--- src/rtl/maf_pkg.sv ---
// ---------------------------------------------------------------------------
// maf_pkg
// Shared constants and elaboration-time helpers for the MAF mantissa-combine
// stage (maf_cal_pipe / maf_cal_lane).
//   LM_1/LM_2/LM_4 : lanes_log2 encodings for 1, 2 and 4 active lanes
//   calc_p_w       : packed result width (sum + addend high part + sign bit)
//   calc_lmw       : width of the lanes_log2 port
//   slot_off       : bit offset of lane j's slot inside the packed result
// ---------------------------------------------------------------------------
package maf_pkg;

    localparam int LM_1 = 0;
    localparam int LM_2 = 1;
    localparam int LM_4 = 2;

    function automatic int calc_p_w(input int sum_w, input int hi_w);
        return sum_w + hi_w + 1;
    endfunction

    // Always at least 2 bits so that every lane mode (1,2,4) can be requested
    // on any configuration; modes above the built lane count are reported
    // through out_err instead of being unrepresentable.
    function automatic int calc_lmw(input int nlane);
        int c;
        c = $clog2(nlane);
        return (c > 2) ? c : 2;
    endfunction

    function automatic int slot_off(input int j, input int hs, input int ss);
        return j * (hs + ss);
    endfunction

endpackage

--- src/rtl/maf_cal_lane.sv ---
// ---------------------------------------------------------------------------
// maf_cal_lane
// Combinational per-lane combine: effective-sign XOR, (HS+1)-bit add of
// {sign, addend high part} with a single carry bit, then concatenation with
// the low sum bits that pass straight through.
// Ports:
//   hi       in  HS      addend high part for this lane
//   lo       in  LO_W    sum bits copied unchanged below the high part
//   s_a/b/c  in  1       operand signs for this lane
//   carry    in  1       carry added into the high part
//   slot     out HS+1+LO_W  {({sgn,hi}+carry) mod 2^(HS+1), lo}
// ---------------------------------------------------------------------------
module maf_cal_lane #(
    parameter int HS   = 26,
    parameter int LO_W = 48
) (
    input  logic [HS-1:0]      hi,
    input  logic [LO_W-1:0]    lo,
    input  logic               s_a,
    input  logic               s_b,
    input  logic               s_c,
    input  logic               carry,
    output logic [HS+LO_W:0]   slot
);

    logic          sgn;
    logic [HS:0]   hi_res;

    // Odd number of negative operands means an effective subtraction.
    assign sgn    = s_a ^ s_b ^ s_c;
    // Wraps modulo 2^(HS+1); the carry out of the sign position is dropped.
    assign hi_res = {sgn, hi} + {{HS{1'b0}}, carry};
    assign slot   = {hi_res, lo};

endmodule

--- src/rtl/maf_cal_pipe.sv ---
// ---------------------------------------------------------------------------
// maf_cal_pipe
// Two-stage valid/ready pipeline for the MAF mantissa-combine step. Stage 1
// registers the input transaction; stage 2 computes the lane-packed
// pre-inversion result from the stage-1 registers and holds it as output.
// Ports:
//   clk, rst            clock, asynchronous active-high reset
//   flush               drop every in-flight transaction at the next edge
//   in_valid/in_ready   input handshake
//   lanes_log2          active lane count L = 2^lanes_log2 (per transaction)
//   addend_hi, sum, cin datapath operands (cin used only when L==1)
//   s_a, s_b, s_c       per-lane operand signs
//   in_tag / out_tag    sideband passed through unchanged
//   out_valid/out_ready output handshake
//   out_p               packed result, out_err = unsupported lane mode
// ---------------------------------------------------------------------------
module maf_cal_pipe
    import maf_pkg::*;
#(
    parameter int SUM_W = 48,
    parameter int HI_W  = 26,
    parameter int NLANE = 2,
    parameter int TAG_W = 4,
    localparam int LMW  = calc_lmw(NLANE),
    localparam int P_W  = calc_p_w(SUM_W, HI_W)
) (
    input  logic             clk,
    input  logic             rst,
    input  logic             flush,
    input  logic             in_valid,
    output logic             in_ready,
    input  logic [LMW-1:0]   lanes_log2,
    input  logic [HI_W-1:0]  addend_hi,
    input  logic [SUM_W-1:0] sum,
    input  logic             cin,
    input  logic [NLANE-1:0] s_a,
    input  logic [NLANE-1:0] s_b,
    input  logic [NLANE-1:0] s_c,
    input  logic [TAG_W-1:0] in_tag,
    output logic             out_valid,
    input  logic             out_ready,
    output logic [P_W-1:0]   out_p,
    output logic             out_err,
    output logic [TAG_W-1:0] out_tag
);

    // One result candidate per supported lane count (1, 2, ... NLANE).
    localparam int NMODE = $clog2(NLANE) + 1;

    // ---------------- stage 1 registers ----------------
    logic             s1_valid_reg;
    logic [LMW-1:0]   s1_lanes_reg;
    logic [HI_W-1:0]  s1_hi_reg;
    logic [SUM_W-1:0] s1_sum_reg;
    logic             s1_cin_reg;
    logic [NLANE-1:0] s1_sa_reg;
    logic [NLANE-1:0] s1_sb_reg;
    logic [NLANE-1:0] s1_sc_reg;
    logic [TAG_W-1:0] s1_tag_reg;

    // ---------------- handshake ----------------
    logic s2_load;
    logic s1_move;
    logic accept;

    assign s2_load  = !out_valid || out_ready;
    assign s1_move  = s1_valid_reg && s2_load;
    // Flush takes priority: nothing is accepted in the flush cycle.
    assign in_ready = !flush && (!s1_valid_reg || s1_move);
    assign accept   = in_valid && in_ready;

    // ---------------- per-mode datapath ----------------
    logic [P_W-1:0] mode_p [NMODE];

    genvar gi, gj;
    generate
        for (gi = 0; gi < NMODE; gi++) begin : g_mode
            localparam int L  = 1 << gi;
            localparam int HS = HI_W / L;
            localparam int SS = SUM_W / L;

            logic [P_W-1:0] p_k;

            if (gi == LM_1) begin : g_single
                // Full-width sum passes through; external carry-in feeds the add.
                maf_cal_lane #(
                    .HS   (HI_W),
                    .LO_W (SUM_W)
                ) u_lane (
                    .hi    (s1_hi_reg),
                    .lo    (s1_sum_reg),
                    .s_a   (s1_sa_reg[0]),
                    .s_b   (s1_sb_reg[0]),
                    .s_c   (s1_sc_reg[0]),
                    .carry (s1_cin_reg),
                    .slot  (p_k)
                );
            end else begin : g_multi
                assign p_k[P_W-1] = 1'b0;
                for (gj = 0; gj < L; gj++) begin : g_lane
                    // The top bit of each sum slice is that lane's carry, so only
                    // the lower SS-1 bits are copied into the slot.
                    maf_cal_lane #(
                        .HS   (HS),
                        .LO_W (SS - 1)
                    ) u_lane (
                        .hi    (s1_hi_reg[gj*HS +: HS]),
                        .lo    (s1_sum_reg[gj*SS +: SS-1]),
                        .s_a   (s1_sa_reg[gj]),
                        .s_b   (s1_sb_reg[gj]),
                        .s_c   (s1_sc_reg[gj]),
                        .carry (s1_sum_reg[gj*SS + SS - 1]),
                        .slot  (p_k[slot_off(gj, HS, SS) +: HS+SS])
                    );
                end
            end

            assign mode_p[gi] = p_k;
        end
    endgenerate

    // Select by the lane mode captured with the transaction; anything above
    // the built lane count yields a zero result flagged as an error.
    logic [P_W-1:0] res_p;
    logic           res_err;

    always_comb begin
        res_p   = '0;
        res_err = 1'b1;
        for (int k = 0; k < NMODE; k++) begin
            if (s1_lanes_reg == LMW'(k)) begin
                res_p   = mode_p[k];
                res_err = 1'b0;
            end
        end
    end

    // ---------------- pipeline registers ----------------
    always_ff @(posedge clk or posedge rst) begin
        if (rst) begin
            s1_valid_reg <= 1'b0;
            s1_lanes_reg <= '0;
            s1_hi_reg    <= '0;
            s1_sum_reg   <= '0;
            s1_cin_reg   <= 1'b0;
            s1_sa_reg    <= '0;
            s1_sb_reg    <= '0;
            s1_sc_reg    <= '0;
            s1_tag_reg   <= '0;
            out_valid    <= 1'b0;
            out_p        <= '0;
            out_err      <= 1'b0;
            out_tag      <= '0;
        end else if (flush) begin
            s1_valid_reg <= 1'b0;
            out_valid    <= 1'b0;
        end else begin
            if (accept) begin
                s1_valid_reg <= 1'b1;
                s1_lanes_reg <= lanes_log2;
                s1_hi_reg    <= addend_hi;
                s1_sum_reg   <= sum;
                s1_cin_reg   <= cin;
                s1_sa_reg    <= s_a;
                s1_sb_reg    <= s_b;
                s1_sc_reg    <= s_c;
                s1_tag_reg   <= in_tag;
            end else if (s1_move) begin
                s1_valid_reg <= 1'b0;
            end

            if (s2_load) begin
                out_valid <= s1_valid_reg;
                // Payload only changes when a real transaction moves in, so a
                // bubble leaves the last result visible but not valid.
                if (s1_valid_reg) begin
                    out_p   <= res_p;
                    out_err <= res_err;
                    out_tag <= s1_tag_reg;
                end
            end
        end
    end

endmodule
--- config.mk ---
export PLATFORM = sky130hd
export DESIGN_NAME = maf_cal_pipe
export DESIGN_NICKNAME = d
export VERILOG_FILES = /design/src/rtl/maf_pkg.sv /design/src/rtl/maf_cal_lane.sv /design/src/rtl/maf_cal_pipe.sv
export SDC_FILE = /design/constraint.sdc
export NUM_CORES = 1
export LEC_CHECK = 0
export CORE_AREA = 3 3 152 183
export CTS_BUF_LIST = sky130_fd_sc_hd__clkbuf_4 sky130_fd_sc_hd__clkbuf_8
export CTS_CLUSTER_DIAMETER = 60
export DETAILED_ROUTE_END_ITERATION = 12
export DIE_AREA = 0 0 155 186
export GPL_TIMING_DRIVEN = 1
export SLEW_MARGIN = 20
export SYNTH_ARGS = -nofsm -noshare
export SYNTH_HDL_FRONTEND = slang
export SYNTH_SLANG_ARGS = --single-unit
--- constraint.sdc ---
create_clock -name clk -period 7.9 [get_ports clk]
set_clock_uncertainty 0.05 [all_clocks]
set_input_delay 1.58 -clock clk [delete_from_list [all_inputs] [get_ports clk]]
set_output_delay 1.58 -clock clk [all_outputs]
set_load 0.005 [all_outputs]
==> metrics <==
Pleak 4.24 nW; placed cell count 1153; RSZ-0062 raised after global routing no; Iteration-0 DRC Markers 286; Core Util, Final 0.388; mapped cell area 0.00780 mm^2; worst setup margin 3.23 ns; die width 155 um; Post-DRT Antenna Nets 0; post-CTS setup buffers 0; Overall Global Routing Usage 0.149; Critical Path Start Type primary input; status finished, final reports clean; GR Overflow Total 0; total CTS buffers 17; sequential-to-total area share from yosys stat 0.542; Final Max Tran Viols 0; yosys warns 0; row cnt 65; critical path arrival roughly 3 ns; DR DRC count 0; Synth Flop Type dfrtp_1; Max Root-Sink Buffers 2; Synth area leader dfrtp_1; final wirelength 21.5 mm; Vias/cell between 4 and 5; number of distinct library cells after synthesis 48; initial antenna violation count 3; # clock sinks 169; Reg2Reg Setup Slack 5.20 ns; Req. time, crit path 6.27 ns; flip-flop and latch count after synthesis 169; Fin. Hold Viols 0; EDFF count, synth 0; mean area per synthesized cell 11.3 um^2; htree depth 4; top cell type's share of synthesized area 0.542; TritonCTS clock tree yes; Port Buffer Count 173; Syn Nets 788; CP Max Fanout 5; setup violators final 0; global-route wire length before repair 33.2 mm; 1st-pass router iterations 4; HP Class reg -> reg; initial core utilization 0.297; I/O pins approximately 170; crit end category output port; Area Growth Syn to Fin 30.8%; post-cts sizing count 0; Power Density 235 mW/mm^2; Max-Cap Viols 0; final std cells w/o fill 1186; Core Box Area 0.0263 mm^2; Rel. slew slack 0.459; DP HPWL between 10 and 15 mm; TNS Setup 0 ns; Area contributors post-synth dfrtp_1 54%, mux2_2 7.7%, nand2_1 5.1%, mux2_1 4.9%, xnor2_1 3.0%; FFs w/ async S/R, synth 1.00; clk slew on worst S/H paths 0.09 ns; DR vias between 5000 and 6000; vias in the first global route 5689; CTS root buffer clkbuf_8; largest net degree at the start of global routing 78; VDD IR max 95.8 uV; Final Cycle Share 0.592; Post-Place Setup Slack 3.23 ns; Worst-Skew Late Latency 0.46 ns; minimum clock period 4.67 ns; Post-Synthesis Cells between 600 and 700; DR WL/cell 18.1 um; crit path kind in -> out; cts-stage hold buffer count 0; share of cells above drive strength 1 0.126; Largest register FFs between 70 and 80; Nets roughly 940; Die Ht 186 um; GPL Wtd Cong between 0.7 and 0.8; die area between 0.02 and 0.03 mm^2; Peak Freq 214 MHz; slew at the pin closest to its max-slew limit 0.811 ns
## metal layers
metal  vias to the layer above  GRT usage  wire [um]
met5                         -          0         27
met4                         4     0.0410        273
met3                        21     0.0356       1130
met2                       141      0.253      10800
met1                      2849      0.190       9240
li1                       2710          -          -
## cell families after synthesis
family | share of synthesized area
simple gates | 0.148
xor+xnor | 0.0573
flops | 0.542
buf+inv | 0.0294
mux | 0.141
fa+ha+maj | 0.00963
compound gates | 0.0719
## cell usage after synthesis, types with 7 or more instances
master,instances
xor2_1,24
mux2_2,53
nand2_1,105
buf_2,10
nor4_1,7
nand3b_1,24
mux2i_1,12
a221oi_1,8
mux2_1,34
a22o_1,11
nor3_1,10
o21ai_0,9
o221ai_1,7
nor2_1,44
a21oi_1,11
nand3_1,17
o31ai_1,11
dfrtp_1,169
clkbuf_1,34
xnor2_1,27
nand4_1,7
## cell usage in the layout, fill, tap and decap left out, drive strengths merged, types with 2 or more instances in the layout
master / n
dfrtp: 169
nand3: 18
o211ai: 4
a22o: 11
and4: 3
clkbuf: 18
nor4: 9
nand2: 107
o221ai: 7
buf: 9
clkdlybuf4s50: 173
a2111oi: 3
xor2: 24
nor2b: 3
ha: 6
nor3: 10
o31ai: 12
clkinvlp: 2
a31oi: 3
clkinv: 5
o21ai: 12
nor2: 44
mux2: 87
a221oi: 8
nand4: 9
a21o: 3
inv: 7
xnor2: 27
nand3b: 24
a21oi: 11
mux2i: 12
## worst max-delay path, stage by stage
cell and delay [ns]:
clkdlybuf4s50_1 0.40, nor2b_1 0.36, a21oi_1 0.21, clkdlybuf4s50_1 0.50
## final cells by class
cell class,instances,area (um^2)
antenna,1,2.50
fill,2601,16100
sequential,169,4230
timing repair buffer,182,1800
clock inverter,14,136
inverter,1,8.76
multi-input combinational,466,3360
tap,335,419
clock buffer,18,248
## final timing paths
| path | from | end | cells past startpoint |
|---|---|---|---|
| setup / recovery | out_ready | in_ready | 4 |
| hold / removal | out_p[17]$_DFFE_PP0P_ | out_p[17]$_DFFE_PP0P_ | 2 |
| setup reg to reg | out_valid$_DFFE_PP0P_ | s1_tag_reg[2]$_DFFE_PP0P_ | 5 |
| hold reg to reg | out_p[17]$_DFFE_PP0P_ | out_p[17]$_DFFE_PP0P_ | 2 |
| max in group asynchronous | rst | s1_sum_reg[17]$_DFFE_PP0P_ | 3 |
| min in group asynchronous | rst | s1_sc_reg[1]$_DFFE_PP0P_ | 2 |
## where the power goes
group / internal, W / switching (W)
Clock: 0.000265 / 0.000347
Sequential: 0.00103 / 0.000135
Combinational: 0.000363 / 0.000257
Total: 0.00166 / 0.000739
## per-stage QoR
step	power [W]	cell area, um^2	hold WS, ns
after floorplan	0.00145	7800	0.383
after global placement	0.00180	9810	0.394
after detailed placement	0.00181	9810	0.405
after CTS	0.00244	10200	0.425
after global routing	0.00254	10200	0.449
final	0.00239	10200	0.422
No activity file was read; power rests on OpenSTA's default activity.
